===== src/rtl/core_bus_arbiter.sv =====
// Purpose: lets fetch (ibus) and load/store (dbus) share one memory bus port, with one transaction outstanding at a time.
// Latency: ready in the same cycle as an IDLE request, mem_req the next cycle, rvalid/err one cycle after mem_rvalid or timeout (minimum 3 cycles).
// Backpressure: a requester holds its request until ready; mem_req is held until mem_gnt; a watchdog aborts hung transactions.
module core_bus_arbiter #(
   parameter int AW         = 32,
   parameter int DW         = 32,
   parameter int TIMEOUT    = 64,
   parameter int STARVE_MAX = 4
) (
   input  logic            clk,
   input  logic            rst,
   // fetch requester
   input  logic            ibus_req,
   input  logic [AW-1:0]   ibus_addr,
   input  logic            ibus_kill,
   output logic            ibus_ready,
   output logic            ibus_rvalid,
   output logic [DW-1:0]   ibus_rdata,
   output logic            ibus_err,
   // load/store requester
   input  logic            dbus_req,
   input  logic            dbus_wr,
   input  logic [AW-1:0]   dbus_addr,
   input  logic [DW-1:0]   dbus_wdata,
   input  logic [DW/8-1:0] dbus_wstrb,
   output logic            dbus_ready,
   output logic            dbus_rvalid,
   output logic [DW-1:0]   dbus_rdata,
   output logic            dbus_err,
   // memory bus
   output logic            mem_req,
   output logic            mem_wr,
   output logic [AW-1:0]   mem_addr,
   output logic [DW-1:0]   mem_wdata,
   output logic [DW/8-1:0] mem_wstrb,
   input  logic            mem_gnt,
   input  logic            mem_rvalid,
   input  logic [DW-1:0]   mem_rdata
);

   localparam int SW  = DW / 8;
   localparam int WDW = (TIMEOUT > 2) ? $clog2(TIMEOUT) : 1;
   localparam int SCW = $clog2(STARVE_MAX + 1);

   localparam logic [WDW-1:0] WD_LAST    = WDW'(TIMEOUT - 1);
   localparam logic [SCW-1:0] STARVE_TOP = SCW'(STARVE_MAX);

   typedef enum logic [1:0] {
      IDLE = 2'd0,
      REQ  = 2'd1,
      RESP = 2'd2
   } state_t;

   // Request fields latched at accept time and presented on the bus.
   typedef struct packed {
      logic          wr;
      logic [AW-1:0] addr;
      logic [DW-1:0] wdata;
      logic [SW-1:0] wstrb;
   } req_t;

   state_t         state_q;
   state_t         state_d;
   req_t           req_q;
   logic           owner_d_q;   // 1 = dbus owns the bus, 0 = ibus
   logic           killed_q;
   logic [WDW-1:0] wd_cnt_q;
   logic [SCW-1:0] starve_q;

   logic force_i;
   logic win_d;
   logic win_i;
   logic wd_expired;
   logic resp_done;
   logic timeout;
   logic kill_now;

   // Arbitration: dbus has priority unless ibus has been starved for STARVE_MAX grants.
   assign force_i = ibus_req && (starve_q == STARVE_TOP);
   assign win_d   = dbus_req && !force_i;
   assign win_i   = ibus_req && !win_d;

   assign wd_expired = (wd_cnt_q == WD_LAST);
   assign resp_done  = (state_q == RESP) && mem_rvalid;
   // A hang is only declared when the awaited progress event is absent in the last allowed cycle.
   assign timeout    = wd_expired &&
                       (((state_q == REQ)  && !mem_gnt) ||
                        ((state_q == RESP) && !mem_rvalid));
   // A kill arriving in the same cycle as the response still squashes the fetch result.
   assign kill_now   = killed_q || ibus_kill;

   assign mem_req   = (state_q == REQ);
   assign mem_wr    = req_q.wr;
   assign mem_addr  = req_q.addr;
   assign mem_wdata = req_q.wdata;
   assign mem_wstrb = req_q.wstrb;

   // State register.
   always_ff @(posedge clk) begin
      if (rst) state_q <= IDLE;
      else     state_q <= state_d;
   end

   // Next-state and combinational accept strobes.
   always_comb begin
      state_d    = state_q;
      ibus_ready = 1'b0;
      dbus_ready = 1'b0;
      unique case (state_q)
         IDLE: begin
            if (!rst && (win_d || win_i)) begin
               dbus_ready = win_d;
               ibus_ready = win_i;
               state_d    = REQ;
            end
         end
         REQ: begin
            if (mem_gnt)      state_d = RESP;
            else if (timeout) state_d = IDLE;
         end
         RESP: begin
            if (mem_rvalid || timeout) state_d = IDLE;
         end
         default: state_d = IDLE;
      endcase
   end

   // Latch the winner's request fields; fetches are always plain reads.
   always_ff @(posedge clk) begin
      if (rst) begin
         req_q <= '0;
      end else if (dbus_ready) begin
         req_q.wr    <= dbus_wr;
         req_q.addr  <= dbus_addr;
         req_q.wdata <= dbus_wdata;
         req_q.wstrb <= dbus_wstrb;
      end else if (ibus_ready) begin
         req_q.wr    <= 1'b0;
         req_q.addr  <= ibus_addr;
         req_q.wdata <= '0;
         req_q.wstrb <= '0;
      end
   end

   // Record which requester owns the outstanding transaction.
   always_ff @(posedge clk) begin
      if (rst)                           owner_d_q <= 1'b0;
      else if (ibus_ready || dbus_ready) owner_d_q <= dbus_ready;
   end

   // Track a squashed fetch from accept until the transaction retires.
   always_ff @(posedge clk) begin
      if (rst)                          killed_q <= 1'b0;
      else if (state_q == IDLE)         killed_q <= ibus_ready && ibus_kill;
      else if (state_d == IDLE)         killed_q <= 1'b0;
      else if (!owner_d_q && ibus_kill) killed_q <= 1'b1;
   end

   // Watchdog: restarts on entering REQ and on the grant, counts every busy cycle.
   always_ff @(posedge clk) begin
      if (rst)                              wd_cnt_q <= '0;
      else if (state_q == IDLE)             wd_cnt_q <= '0;
      else if (state_q == REQ && mem_gnt)   wd_cnt_q <= '0;
      else                                  wd_cnt_q <= wd_cnt_q + WDW'(1);
   end

   // Starvation counter: counts dbus wins over a waiting fetch, saturating.
   always_ff @(posedge clk) begin
      if (rst)
         starve_q <= '0;
      else if (ibus_ready)
         starve_q <= '0;
      else if (dbus_ready && ibus_req && (starve_q != STARVE_TOP))
         starve_q <= starve_q + SCW'(1);
   end

   // Completion pulses: data/ack or error back to the owner, one cycle after the bus event.
   always_ff @(posedge clk) begin
      if (rst) begin
         ibus_rvalid <= 1'b0;
         ibus_rdata  <= '0;
         ibus_err    <= 1'b0;
         dbus_rvalid <= 1'b0;
         dbus_rdata  <= '0;
         dbus_err    <= 1'b0;
      end else begin
         ibus_rvalid <= 1'b0;
         ibus_rdata  <= '0;
         ibus_err    <= 1'b0;
         dbus_rvalid <= 1'b0;
         dbus_rdata  <= '0;
         dbus_err    <= 1'b0;
         if (resp_done) begin
            if (owner_d_q) begin
               dbus_rvalid <= 1'b1;
               dbus_rdata  <= req_q.wr ? '0 : mem_rdata;
            end else if (!kill_now) begin
               ibus_rvalid <= 1'b1;
               ibus_rdata  <= mem_rdata;
            end
         end else if (timeout) begin
            if (owner_d_q)      dbus_err <= 1'b1;
            else if (!kill_now) ibus_err <= 1'b1;
         end
      end
   end

   // Only one requester may be accepted in any cycle.
   a_one_ready : assert property (@(posedge clk) disable iff (rst) !(ibus_ready && dbus_ready));
   // A requester never sees data and error together.
   a_i_excl : assert property (@(posedge clk) disable iff (rst) !(ibus_rvalid && ibus_err));
   a_d_excl : assert property (@(posedge clk) disable iff (rst) !(dbus_rvalid && dbus_err));

endmodule

===== config.mk =====
export PLATFORM = sky130hd
export DESIGN_NAME = core_bus_arbiter
export DESIGN_NICKNAME = d
export VERILOG_FILES = /design/src/rtl/core_bus_arbiter.sv
export SDC_FILE = /design/constraint.sdc
export NUM_CORES = 1
export LEC_CHECK = 0
export ABC_AREA = 0
export CAP_MARGIN = 20
export CELL_PAD_IN_SITES_DETAIL_PLACEMENT = 0
export CELL_PAD_IN_SITES_GLOBAL_PLACEMENT = 1
export CORE_ASPECT_RATIO = 0.75
export CORE_MARGIN = 3
export CORE_UTILIZATION = 29
export DETAILED_ROUTE_END_ITERATION = 8
export HOLD_SLACK_MARGIN = 0.1
export PLACE_DENSITY = 0.86
export SLEW_MARGIN = 20
export SYNTH_ARGS = -nofsm -noshare
export SYNTH_HDL_FRONTEND = slang
export SYNTH_SLANG_ARGS = --single-unit

===== constraint.sdc =====
create_clock -name clk -period 3.4 [get_ports clk]
set_input_delay 0.68 -clock clk [delete_from_list [all_inputs] [get_ports clk]]
set_output_delay 0.68 -clock clk [all_outputs]
set_load 0.02 [all_outputs]

==> results_dict.tcl, run 1 <==
set metrics [dict create \
    peakVddDrop_v 0.0003017 \
    diodes 0 \
    numCtsBuffers 17 \
    ys_seq_area_frac 0.6041 \
    swShare 0.2521 \
    critPathRequiredTime_ns 2.72 \
    synth_xor_area_frac 0.007048 \
    cp_data_arrival_time_ns 2.46 \
    overflow 0 \
    synth_warnings 0 \
    synthFlopType "dfxtp_1" \
    worst_clock_skew_ns 0.01481 \
    rows 40 \
    synth_edf_count 0 \
    power_density_nw_per_um2 515.4 \
    antenna_found_initial 0 \
    hp-class "reg2reg" \
    final-hold-violation-count 0 \
    maxCapViolations 0 \
    start_kind "primary input" \
    fin_crit_sh 0.9240 \
    io_pins 280 \
    dp_slack_ns 0.2577 \
    wirelength_um 15990 \
    setup_viol 0 \
    ys_ff_latch 150 \
    grt_pass1_wl_um 24470 \
    path_class "in2out" \
    synthArstFlopShare 0 \
    reg2reg_slack_ns 1.23 \
    status "complete, no violations" \
    drc 0 \
    yosysTopAreaCell "dfxtp_1" \
    pwr-share-seq 0.418 \
    slew_headroom 0.4821 \
    die_w_um 157.2 \
    viasPerCell 4.507 \
    synth_top_area_frac 0.6041 \
    cts.repair.resized 0 \
    syn_to_final_growth_pct 73.04 \
    combPwrFrac 0.130 \
    dr.first_iter.drc_count 208 \
    synth_most_common_cell "dfxtp_1" \
    synth_compound_area_frac 0.07702 \
    crit_fanout 6 \
    dr.pass1.iters 4 \
    yosys.area_share.simple 0.2691 \
    netlist_top_cells_area "dfxtp_1 60%, nor2_1 8.8%, and2_1 8.1%" \
    netlist_area_um2 4971 \
    fp.dieArea_um2 18760 \
    clk_pin_slew_ns 0.06 \
    cts_hold_buffers 0 \
    post_cts_buffers 0 \
    layout.nets 932 \
    finalSetupTns_ns 0 \
    vias 4561 \
    intPower_mw 3.316 \
    final_max_slew_viol_count 0 \
    place_hpwl_um 11220 \
    endpoint_kind "output port" \
    clkSinkCount 150 \
    power.switching_mw 1.118 \
    synth_nets 660 \
    ys_top_cells_by_count "150 x dfxtp_1, 116 x nor2_1, 64 x and2_1" \
    core_region_area_um2 16420 \
    ant_nets 0 \
    wl_per_cell_um 15.80 \
    cts_max_level 4 \
    tightest_slew_ns 0.7768 \
    rsz0062_at_grt "no" \
    grt_pass1_vias 4485 \
    synthAdderAreaFrac 0.007551 \
    drive_gt1_frac 0.06110 \
    port_buffers 279 \
    gp_congestion 0.8088 \
    p_clk_frac 0.453 \
    fin_crit_ns 3.142 \
    cts_tree "yes" \
    synthMuxAreaShare 0 \
    grt_max_degree 70 \
    setup_slack_ns 0.2584 \
    synthCells 517 \
    initial_core_util 0.3028 \
    p_leak_nw 3.263 \
    clockBufferDepth 2 \
    synth.distinct_cells 35 \
    clock-root-buffer "clkbuf_16" \
    avgSynthCellArea_um2 9.615 \
    max_freq_mhz 318.3 \
    grt_usage 0.1670 \
    clkLatencyLatePin_ns 0.42 \
    dieHeight_um 119.4 \
    synth_top_family_by_area "simple AND/OR/NAND/NOR gates" \
]
## power groups by stage
stage               Combinational (mW)  Sequential (mW)  Clock [mW]
floorplan                        0.169             1.96           0
global placement                 0.576             1.89           0
detailed placement               0.577             1.89           0
CTS                              0.580             1.85        2.07
global route                     0.620             1.86        2.13
finish                           0.575             1.85        2.01
## per-layer routing
layer	wire length, um	GRT usage	up-vias
li1	-	-	2297
met1	7116	0.2121	2089
met2	7515	0.2647	154
met3	1140	0.05340	21
met4	221	0.06233	0
met5	0	0	-
## sequential cells by signal, summed over array words and instances, names as in the netlist, 2 cells and up
register and count:
dbus_rdata 32, ibus_rdata 32, mem_addr 32, mem_wdata 32, wd_cnt_q 6, mem_wstrb 4
starve_q 3, state_q 2
## kinds of logic (layout without fill, tap and decap cells)
family                   after synthesis  in the layout
AND/OR/NAND/NOR                      266            266
AO/OA/AOI/OAI                         53             53
XOR/XNOR                               4              4
flip-flops                           150            150
buffers and inverters                 41            326
adder cells (fa/ha/maj)                3              3
## per-stage QoR
| step | hold WS [ns] | area, um2 | util | power (mW) | cells |
|---|---|---|---|---|---|
| floorplan | 0.4132 | 4971 | - | 2.129 | 517 |
| global placement | 0.4304 | 7969 | 0.4854 | 2.465 | 980 |
| detailed placement | 0.4372 | 7969 | 0.4854 | 2.468 | 980 |
| CTS | 0.4467 | 8602 | 0.5240 | 4.501 | 1012 |
| global route | 0.4681 | 8602 | 0.5240 | 4.613 | 1012 |
| finish | 0.4430 | 8602 | 0.5240 | 4.434 | 1012 |
## area by class of cell
cell class | instances | area, um2
clock buffers | 17 | 425.4
clock inverters | 15 | 207.7
fillers | 1495 | 7814
inverters | 5 | 18.77
multi-input cells | 326 | 1809
flip-flops and latches | 150 | 3003
well taps | 210 | 262.8
repair buffers | 289 | 2875
## placed cells by master (no fill, tap or decap), types with 5 or more instances in the layout
cell type,netlist,routed
a22oi_1,38,38
inv_6,0,5
nor3_1,34,33
dfxtp_1,150,150
nor4_1,32,32
clkdlybuf4s50_1,0,278
clkbuf_16,0,17
buf_4,0,9
and2_1,64,64
nor2_1,116,116
## worst max-delay path, cell delays in order
cell	delay (ns)
clkdlybuf4s50_1	0.48
or4b_4	0.51
nor2_1	0.16
clkdlybuf4s50_1	0.63
## worst paths after layout
| path | from | to | cells after the start |
|---|---|---|---|
| min | wd_cnt_q[0] | wd_cnt_q[0] | 1 |
| min reg2reg | wd_cnt_q[0] | wd_cnt_q[0] | 1 |
| max | ibus_req | ibus_ready | 4 |
| max reg2reg | state_q[1] | mem_addr[16] | 6 |
No activity file was read; power rests on OpenSTA's default activity.
==> inputs of run 2 (changes only) <==
==> constraint.sdc (replaced) <==
create_clock -name clk -period 3.7 [get_ports clk]
set_input_delay 0.74 -clock clk [delete_from_list [all_inputs] [get_ports clk]]
set_output_delay 0.74 -clock clk [all_outputs]
set_load 0.02 [all_outputs]
==> run 2 against run 1 <==
  * Critical path depth unchanged
  * Sequential power decreased by 8%
  * Cell count shrank 0.20%
  * Clock skew decreased by 0.0076 ns
  * Cell area decreased by 0.55%
  * Worst setup slack improved by 0.19 ns
  * Flip-flop and latch count unchanged
  * Worst hold slack worse by 0.0033 ns
  * Via count shrank 0.75%
  * Largest cell class unchanged
==> results_dict.tcl, run 2 (synthesized netlist as in run 1, its figures left out) <==
set metrics [dict create \
    regArea_um2 3003 \
    dr.pass1.iters 4 \
    r2r_start "state_q[1]" \
    place_hpwl_um 10990 \
    crit_fanout 6 \
    start_kind "primary input" \
    final-hold-violation-count 0 \
    rsz0062_at_grt "no" \
    vias 4527 \
    antenna_found_initial 0 \
    final_max_slew_viol_count 0 \
    instances_no_fill 1010 \
    dr.first_iter.drc_count 225 \
    rows 40 \
    max_freq_mhz 307.2 \
    reg2regPathDepth 6 \
    clkSinkCount 150 \
    path_class "in2out" \
    diodes 0 \
    dieHeight_um 119.4 \
    grt_pass1_vias 4481 \
    setup_viol 0 \
    cts_max_level 4 \
    clockBufferDepth 2 \
    port_buffers 279 \
    power_density_nw_per_um2 466.2 \
    grt_pass1_wl_um 24460 \
    p_leak_nw 3.242 \
    placedInstanceArea_um2 7954 \
    critPathRequiredTime_ns 2.96 \
    initial_core_util 0.3028 \
    dp_cells 978 \
    worstHoldStart "wd_cnt_q[0]" \
    drive_gt1_frac 0.05875 \
    io_pins 280 \
    cts_tree "yes" \
    drc 0 \
    mostFrequentLayoutCell "clkdlybuf4s50_1" \
    wirelength_um 16000 \
    fp.dieArea_um2 18760 \
    finalSetupTns_ns 0 \
    slew_headroom 0.4343 \
    overflow 0 \
    status "complete, no violations" \
    hp-class "reg2reg" \
    cts_hold_buffers 0 \
    worst_clock_skew_ns 0.007248 \
    numCtsBuffers 17 \
    layout.nets 930 \
    hold_end "wd_cnt_q[0]" \
    grt_usage 0.1661 \
    cts.repair.resized 0 \
    clock-root-buffer "clkbuf_16" \
    clkLatencyLatePin_ns 0.41 \
    fin_crit_ns 3.255 \
    viasPerCell 4.482 \
    reg2reg_slack_ns 1.54 \
    final_area_um2 8554 \
    worstReg2RegEnd "mem_addr[17]" \
    fillCellCount 1523 \
    hold_depth 1 \
    post_cts_buffers 0 \
    tightest_slew_ns 0.8486 \
    die_w_um 157.2 \
    core_region_area_um2 16420 \
    clk_pin_slew_ns 0.06 \
    multi_input_area_um2 1809 \
    syn_to_final_growth_pct 72.09 \
    cp_data_arrival_time_ns 2.52 \
    wl_per_cell_um 15.84 \
    maxCapViolations 0 \
    ant_nets 0 \
    gp_congestion 0.7631 \
    peakVddDrop_v 0.0002630 \
    grt_max_degree 79 \
    holdWs_ns 0.4397 \
    mostFrequentLayoutCells "278 x clkdlybuf4s50_1, 150 x dfxtp_1, 116 x nor2_1, 64 x and2_1, 38 x a22oi_1" \
    fin_crit_sh 0.8797 \
    endpoint_kind "output port" \
]
run 2: worst max-delay path by stage:
| stage | startpoint | endpoint | cells past startpoint |
|---|---|---|---|
| after detailed placement | ibus_req | ibus_ready | 4 |
| after global routing | ibus_req | ibus_ready | 4 |
| after floorplan | rst | ibus_ready | 3 |
| after global placement | ibus_req | ibus_ready | 4 |
| final | ibus_req | ibus_ready | 4 |
| after CTS | ibus_req | ibus_ready | 4 |
run 2: per-stage QoR:
step | total power [mW] | utilization | worst slack, ns
after detailed placement | 2.267 | 0.4845 | 0.4348
after floorplan | 1.956 | - | 1.259
after CTS | 4.046 | 0.5211 | 0.4383
after global placement | 2.265 | 0.4845 | 0.4567
final | 3.988 | 0.5211 | 0.4450
after global routing | 4.148 | 0.5211 | 0.3867
run 2: final cells by class:
| type | instances | area share |
|---|---|---|
| clock inverters | 15 | 0.02048 |
| well taps | 210 | 0.03072 |
| multi-input cells | 326 | 0.2115 |
| repair buffers | 287 | 0.3344 |
| clock buffers | 17 | 0.04973 |
| flip-flops and latches | 150 | 0.3510 |
| inverters | 5 | 0.002194 |
run 2: power breakdown:
group          leakage (nW)  internal (mW)  switching, mW
combinational          1.73          0.281          0.246
clock                 0.293           1.02          0.737
sequential             1.22           1.67         0.0304
run 2: worst max-delay path, cell delays in order:
cell and delay (ns):
clkdlybuf4s50_1 0.47, or4b_4 0.50, nor2_1 0.16, clkdlybuf4s50_1 0.63
run 2: per-layer routing:
layer / routed length [um] / vias up / share of wire / global-route usage
li1: - / 2295 / - / -
met4: 140 / 0 / 0.0087 / 0.03794
met3: 1270 / 11 / 0.079 / 0.06720
met5: 0 / - / 0 / 0
met1: 6842 / 2079 / 0.43 / 0.1995
met2: 7749 / 142 / 0.48 / 0.2787
==> inputs of run 3 (changes only) <==
==> constraint.sdc (replaced) <==
create_clock -name clk -period 3.7 [get_ports clk]
set_input_delay 1.11 -clock clk [delete_from_list [all_inputs] [get_ports clk]]
set_output_delay 1.11 -clock clk [all_outputs]
set_load 0.02 [all_outputs]
==> run 3 against run 2 <==
  * Critical path type unchanged
  * Register-to-register slack gained 0.09 ns
  * Routed wire length down 0.93%
  * Total power is 2.0% lower
  * Non-clock buffer count grew 5
  * Critical endpoint unchanged
  * Cell count up 0.50%
  * Critical path depth stayed put
  * Core utilization about the same
  * Maximum frequency decreased by 7.1%
  * Combinational power barely moved
  * Largest cell class unchanged
  * Via count grew 1.5%
  * Clock skew up 0.0048 ns
  * First-iteration DRC count fell by 8.0%
==> results_dict.tcl, run 3 (synthesized netlist as in run 1, its figures left out) <==
set metrics [dict create \
    status "complete, no violations" \
    fin_util 0.5210 \
    endpoint_kind "output port" \
    finalSetupTns_ns 0 \
    final_area_um2 8552 \
    antenna_found_initial 0 \
    final-hold-violation-count 0 \
    peakVddDrop_v 0.0002971 \
    wl_per_cell_um 15.62 \
    instances_no_fill 1015 \
    max_freq_mhz 285.4 \
    placedInstanceArea_um2 7979 \
    overflow 0 \
    start_kind "primary input" \
    syn_to_final_growth_pct 72.04 \
    clk_pin_slew_ns 0.06 \
    mostFrequentLayoutCell "clkdlybuf4s50_1" \
    grt_max_degree 79 \
    fp.dieArea_um2 18760 \
    dp_cells 983 \
    clock-root-buffer "clkbuf_16" \
    fin_crit_sh 0.9471 \
    ant_nets 0 \
    clkLatencyLatePin_ns 0.41 \
    clkSinkCount 150 \
    drive_gt1_frac 0.06584 \
    maxCapViolations 0 \
    layout.nets 935 \
    core_region_area_um2 16420 \
    vias 4595 \
    tightest_slew_ns 0.8415 \
    mostFrequentLayoutCells "276 x clkdlybuf4s50_1, 150 x dfxtp_1, 116 x nor2_1, 64 x and2_1, 38 x a22oi_1" \
    p_leak_nw 3.251 \
    viasPerCell 4.527 \
    die_w_um 157.2 \
    crit_fanout 2 \
    worst_clock_skew_ns 0.01205 \
    place_hpwl_um 11140 \
    port_buffers 279 \
    power_mw 3.910 \
    drc 0 \
    cts_max_level 4 \
    hp-class "reg2reg" \
    fin_crit_ns 3.504 \
    grt_pass1_wl_um 24050 \
    rsz0062_at_grt "no" \
    dr.first_iter.drc_count 207 \
    io_pins 280 \
    grt_usage 0.1633 \
    initial_core_util 0.3028 \
    final_max_slew_viol_count 0 \
    power_density_nw_per_um2 457.2 \
    gp_congestion 0.7876 \
    post_cts_buffers 0 \
    dieHeight_um 119.4 \
    diodes 0 \
    wirelength_um 15850 \
    path_class "in2out" \
    slew_headroom 0.4390 \
    setup_viol 0 \
    grt_pass1_vias 4433 \
    rows 40 \
    cp_data_arrival_time_ns 2.39 \
    critPathRequiredTime_ns 2.59 \
    numCtsBuffers 17 \
    cts_tree "yes" \
    dr.pass1.iters 6 \
    clockBufferDepth 2 \
]
## run 3: cell types whose count changed in the layout (fill, tap and decap cells not counted), sizes merged
| cell | previous run | this run |
|---|---|---|
| clkdlybuf4s50 | 278 | 276 |
| dlygate4sd2 | 0 | 1 |
| clkbuf | 17 | 18 |
| clkinv | 1 | 3 |
| clkinvlp | 1 | 2 |
| bufinv | 2 | 0 |
| buf | 9 | 14 |
| inv | 16 | 15 |
## run 3: cell type report
cell class | count | area, um2
repair buffers | 292 | 2879
flip-flops and latches | 150 | 3003
clock buffers | 17 | 425.4
fillers | 1486 | 7864
clock inverters | 15 | 153.9
inverters | 5 | 18.77
multi-input cells | 326 | 1809
well taps | 210 | 262.8
## run 3: timing repair
item / CTS / global route
setup endpoints to repair: 2 / 1
hold endpoints to repair: 0 / 0
gates resized for setup: 2 / 2
hold buffers: 0 / 0
## run 3: worst max-delay path, stage by stage
cell	delay, ns
clkdlybuf4s50_1	0.48
or4b_4	0.47
nor2_1	0.14
clkbuf_2	0.19
## run 3: routing by layer
layer / share of wire / track usage
met4: 0.0067 / 0.04282
met2: 0.48 / 0.2653
met1: 0.44 / 0.2049
met5: 0 / 0
met3: 0.073 / 0.05993
## run 3: power by group
part           internal [mW]  switching [mW]  total, mW
clock                  0.902           0.779       1.68
combinational          0.283           0.244      0.527
sequential              1.67          0.0305       1.70
total                   2.86            1.05       3.91
## run 3: worst paths after layout
kind                  endpoint  cells after the start  slack [ns]         from
hold reg to reg    wd_cnt_q[0]                      1        0.45  wd_cnt_q[0]
hold / removal     wd_cnt_q[0]                      1        0.45  wd_cnt_q[0]
setup / recovery    ibus_ready                      4        0.20     ibus_req
setup reg to reg  mem_addr[28]                      8        1.63  starve_q[0]
## run 3: stage by stage
stage          hold WS, ns  worst slack, ns
5_1_grt             0.4770           0.1217
3_3_place_gp        0.4351          -0.2285
3_5_place_dp        0.4384          -0.2594
4_1_cts             0.4474          0.02417
2_1_floorplan       0.4132           0.5195
6_report            0.4466           0.1958
